[src/rtl/argmax_ang.sv]
// argmax_ang: per-window argmax of a metric stream, reporting the winning sample's angle, index and metric.
module argmax_ang #(
  parameter int N_WIN = 256,
  parameter int MW = 24
) (
  input  logic                       clk,
  input  logic                       rst,
  input  logic                       flush,
  input  logic                       in_valid,
  input  logic [MW-1:0]              metric_in,
  input  logic signed [12:0]         ang_in,
  output logic signed [12:0]         ang_out,
  output logic [$clog2(N_WIN)-1:0]   theta_out,
  output logic [MW-1:0]              max_out,
  output logic                       argmax_valid
);
  localparam int IW = $clog2(N_WIN);
  localparam logic [IW-1:0] LAST = IW'(N_WIN - 1);
  typedef enum logic {SCAN, EMIT} state_t;
  state_t state_q;
  logic [IW-1:0] idx_q, best_idx_q, best_idx_d;
  logic [MW-1:0] best_metric_q, best_metric_d;
  logic signed [12:0] best_ang_q, best_ang_d;
  logic take;
  // Strict compare keeps the earliest index on ties; idx 0 always reloads.
  always_comb begin
    take = (idx_q == '0) || (metric_in > best_metric_q);
    best_metric_d = take ? metric_in : best_metric_q;
    best_ang_d = take ? ang_in : best_ang_q;
    best_idx_d = take ? idx_q : best_idx_q;
  end
  assign argmax_valid = (state_q == EMIT);
  always_ff @(posedge clk) begin
    if (rst) begin
      state_q <= SCAN;
      idx_q <= '0;
      best_metric_q <= '0;
      best_ang_q <= '0;
      best_idx_q <= '0;
      ang_out <= '0;
      theta_out <= '0;
      max_out <= '0;
    end else begin
      state_q <= SCAN;
      if (flush) begin
        idx_q <= '0;
        best_metric_q <= '0;
        best_ang_q <= '0;
        best_idx_q <= '0;
      end else if (in_valid) begin
        idx_q <= idx_q + 1'b1;
        best_metric_q <= best_metric_d;
        best_ang_q <= best_ang_d;
        best_idx_q <= best_idx_d;
        if (idx_q == LAST) begin
          state_q <= EMIT;
          ang_out <= best_ang_d;
          theta_out <= best_idx_d;
          max_out <= best_metric_d;
        end
      end
    end
  end
endmodule

[config.mk]
export PLATFORM = sky130hd
export DESIGN_NAME = argmax_ang
export DESIGN_NICKNAME = d
export VERILOG_FILES = /design/src/rtl/argmax_ang.sv
export SDC_FILE = /design/constraint.sdc
export NUM_CORES = 1
export LEC_CHECK = 0
export BUFFER_PORTS_ARGS = -buffer_cell sky130_fd_sc_hd__buf_2
export CORE_ASPECT_RATIO = 0.7
export CORE_MARGIN = 2
export CORE_UTILIZATION = 50
export DETAILED_ROUTE_END_ITERATION = 7
export PLACE_DENSITY = 0.75
export SYNTH_ARGS = -nofsm -noshare
export SYNTH_HDL_FRONTEND = slang
export SYNTH_SLANG_ARGS = --single-unit
[constraint.sdc]
create_clock -name clk -period 2.4 [get_ports clk]
set_clock_uncertainty 0.2 [all_clocks]
set_input_delay 0 -clock clk [delete_from_list [all_inputs] [get_ports clk]]
set_output_delay 0 -clock clk [all_outputs]
set_load 0.05 [all_outputs]
==> impl_results.md <==
- Type of the setup path with the least slack: flop to flop
- Leading register cell type out of synthesis: sky130_fd_sc_hd__dfxtp_1
- Cell type group with the largest total delay on the critical path: buffers and inverters
- Area share of xor/xnor cells in the synthesized design: 0.00680
- Width of the chip: 125 um
- Slew headroom: 0.469
- Library cell used as clock root buffer: sky130_fd_sc_hd__clkbuf_16
- Worst hold path class: input port to flop
- Violations in the final reports: setup timing
- Register bit count reported by yosys: 99
- Overall Global Routing Usage: 0.302
- Worst-Margin Slew: 796 ps
- Library cell appearing most often on the critical path: sky130_fd_sc_hd__inv_2
- TritonCTS Buffers: 9
- Number of buffers added on ports: between 80 and 90
- Height of the die: about 90 um
- Initial core utilization: 0.522
- Leakage power figure: 2.88 nW
- Type of element launching the critical path: flop
- Result of the run: finished with violations
- Netlist Area Pre-Place: 0.00515 mm2
- Pwr dens: 514 mW/mm2
- Net Sw Power: 0.00105 W
- Area growth syn-to-layout: 43.6%
- Number of synthesized flops with an enable pin: 0
- Post-detailed-route count of antenna-violating nets: 0
- DR iter-0 viols: 693
- Synthesized instance count: 600
- Count of different cell masters after synthesis: 44
- Final critical path time including I/O delays and setup: 2860 ps
- Buffering stage count on the worst path with inverters included: 5
- Remaining global-route overflow: 0
- Placed insts: 807
- Number of antenna violations at the first check in global routing: 0
- Clock Latency Late Sink: 350 ps
- Detailed Routing Iterations Pass 1: 5
- Clk sink count: 99
- Setup Viol. Count Final: 90
- Setup repair after global routing missed its margin: yes
- Most used cells in the layout excluding fill and tap cells: sky130_fd_sc_hd__nand2_1 (97), sky130_fd_sc_hd__dfxtp_1 (86), sky130_fd_sc_hd__buf_2 (86), sky130_fd_sc_hd__nor2_1 (55), sky130_fd_sc_hd__buf_4 (49)
- Master of the slowest instance on the critical path: sky130_fd_sc_hd__dfxtp_2
- Area of the die: between 0.01 and 0.015 mm2
- Most common library cell in the layout ignoring fill and taps: sky130_fd_sc_hd__nand2_1
- I/O pins: 87
- Clock network fraction of total power: 0.370
- Internal: about 0.0028 W
- Hold violation total from the final report: 0
- Setup ws final: -462 ps
- Flop-to-flop setup slack: -460 ps
- CP arrival: 2920 ps
- Maximum number of pins on one net before global-route repair: 89
- Mean instance size in the synthesized netlist: 8.59 um2
- Basic-gate share of the synthesized area counting and, or, nand and nor cells: 0.202
- Wire length of the first global-routing pass: ~27 mm
- Highest clock rate: 0.349 GHz
- Slowest stage delay, CP: 360 ps
- Peak supply drop: 348 uV
- Switching power share of the total: 0.277
- Floorplan core area: 0.00987 mm2
- Final net count: roughly 830
- Net count after synthesis: about 670
- Share of the yosys chip area belonging to registers: 0.385
- Maximum capacitance violations: 0
- Post-DP HPWL: 9.44 mm
- Compound-Gate Fraction of Synth Area: 0.176
- Ratio of final minimum period to clock period: 1.19
- Global placement routability congestion: 0.835
- CP Capture Type: flop
- TritonCTS clock tree: done
- Vias in the first global route: 5430
- Worst Path Required: 2460 ps
- Hold_ws: 35.6 ps
- Share of final-layout standard cells stronger than drive strength 1: 0.339
- Flop pwr share: 0.442
- CTS H-tree depth: 3
- DRC Markers: 0
- Combinational Power Share: 0.187
- Top post-synthesis cells by area: sky130_fd_sc_hd__dfxtp_1 (38%), sky130_fd_sc_hd__mux2i_1 (8.7%), sky130_fd_sc_hd__nand2_1 (7.1%)
- Multiplexer share of the synthesized area: 0.0874
- Number of antenna cells inserted: 0
- Number of slew-limit violations in the final report: 0
- Largest fanout of any net on the critical path: 10
- TNS Setup: -27140 ps
- Clock Tree Buf Depth: 2
- Synth async-reset ratio: 0
- Top cell type by total area after synthesis: sky130_fd_sc_hd__dfxtp_1
- Number of warning messages in the yosys log: 0
- Ordered cell list for the critical path: inv_2 -> ha_4 -> nand4_4 -> nor4_2 -> buf_4 -> inv_2 -> a211o_4 -> a31oi_4 -> buf_6 -> buf_12 -> mux2i_1
- Per-cell routed wire length: 20.9 um
- Detail-routed via count per cell: 6.25
- Row Count: 30
- Final wirelength: 18.6 mm
- Area share of the largest cell type after synthesis: 0.385
- Combinational family with the most area after synthesis: simple AND/OR/NAND/NOR gates
- Total via count in the routed design: between 5000 and 6000
- Clock input transition at the sequential cells of the worst setup and hold paths: ~70 ps
- Adder and majority cell fraction of the synthesized area: 0.0631
- Final instance count without filler cells: 892
==> flip-flops by register name, summed over array words and instances, names as in the netlist <==
register / cells
best_metric_q: 24
max_out: 24
ang_out: 13
best_ang_q: 13
best_idx_q: 8
idx_q: 8
theta_out: 8
argmax_valid: 1
==> worst paths after layout <==
check,startpoint,cells past startpoint,to
max reg2reg,best_metric_q[22],11,best_metric_q[23]
max,best_metric_q[22],11,best_metric_q[23]
min,rst,2,argmax_valid
min reg2reg,best_ang_q[11],2,best_ang_q[11]
==> worst reg2reg max path, cell delays in order, from the launching register on <==
cell and delay [ps]:
sky130_fd_sc_hd__dfxtp_2 360, sky130_fd_sc_hd__inv_2 60, sky130_fd_sc_hd__ha_4 280, sky130_fd_sc_hd__nand4_4 120
sky130_fd_sc_hd__nor4_2 300, sky130_fd_sc_hd__buf_4 180, sky130_fd_sc_hd__inv_2 40, sky130_fd_sc_hd__a211o_4 300
sky130_fd_sc_hd__a31oi_4 310, sky130_fd_sc_hd__buf_6 180, sky130_fd_sc_hd__buf_12 160, sky130_fd_sc_hd__mux2i_1 270
==> synthesized netlist by cell type, types with 6 or more instances <==
| cell type | n |
|---|---|
| sky130_fd_sc_hd__a21oi_1 | 13 |
| sky130_fd_sc_hd__a311oi_1 | 38 |
| sky130_fd_sc_hd__buf_2 | 19 |
| sky130_fd_sc_hd__clkbuf_1 | 32 |
| sky130_fd_sc_hd__dfxtp_1 | 99 |
| sky130_fd_sc_hd__ha_1 | 26 |
| sky130_fd_sc_hd__inv_1 | 27 |
| sky130_fd_sc_hd__mux2i_1 | 45 |
| sky130_fd_sc_hd__nand2_1 | 97 |
| sky130_fd_sc_hd__nand4_1 | 48 |
| sky130_fd_sc_hd__nor2_1 | 57 |
| sky130_fd_sc_hd__o21ai_0 | 6 |
| sky130_fd_sc_hd__o31ai_1 | 39 |
==> metal layers <==
layer | vias up | part of all wire | global-route usage
li1 | 2498 | - | -
met1 | 2635 | 0.41 | 0.378
met2 | 361 | 0.46 | 0.514
met3 | 77 | 0.092 | 0.0694
met4 | 0 | 0.040 | 0.124
met5 | - | 0 | 0
==> power by group through the flow <==
| stage | sequential, W | combinational (W) | clock (W) |
|---|---|---|---|
| 2_1_floorplan | 0.00172 | 0.000302 | 0 |
| 3_3_place_gp | 0.00172 | 0.000450 | 0 |
| 3_5_place_dp | 0.00172 | 0.000469 | 0 |
| 4_1_cts | 0.00168 | 0.000633 | 0.00141 |
| 5_1_grt | 0.00169 | 0.000744 | 0.00148 |
| 6_report | 0.00168 | 0.000713 | 0.00141 |
==> cell families (layout without fill, tap and decap cells) <==
kind of cell | after synthesis | after routing
and+or+nand+nor | 224 | 224
AOI/OAI and AO/OA | 117 | 117
DFF | 99 | 99
buffers and inverters | 85 | 249
muxes | 45 | 45
adders and majority gates | 26 | 26
xor gates and xnor gates | 4 | 4
==> final cells by class <==
cell class	count	area, um2
Tap cell	128	160
Sequential cell	99	2000
Fill cell	653	2470
Clock inverter	4	25.0
Clock buffer	12	256
Timing Repair Buffer	205	1700
Inverter	28	105
Multi-Input combinational cell	416	3160
==> through the flow <==
| stage | setup slack (ps) | util | area [um2] | power, W |
|---|---|---|---|---|
| finish | -462 | 0.750 | 7400 | 0.00381 |
| global route | -498 | 0.750 | 7400 | 0.00391 |
| CTS | -240 | 0.727 | 7170 | 0.00372 |
| detailed placement | -341 | 0.608 | 6000 | 0.00219 |
| global placement | -198 | 0.608 | 6000 | 0.00217 |
| floorplan | -80.1 | - | 5240 | 0.00202 |
==> timing repair <==
action | CTS | global route
gates cloned | 5 | 2
gates resized for setup | 51 | 48
hold buffers | 39 | 0
endpoints found under the hold margin | 84 | 0
pin swaps | 29 | 33
setup endpoints to repair | 90 | 90
buffers inserted | 20 | 9
No activity file was read; power rests on OpenSTA's default activity.
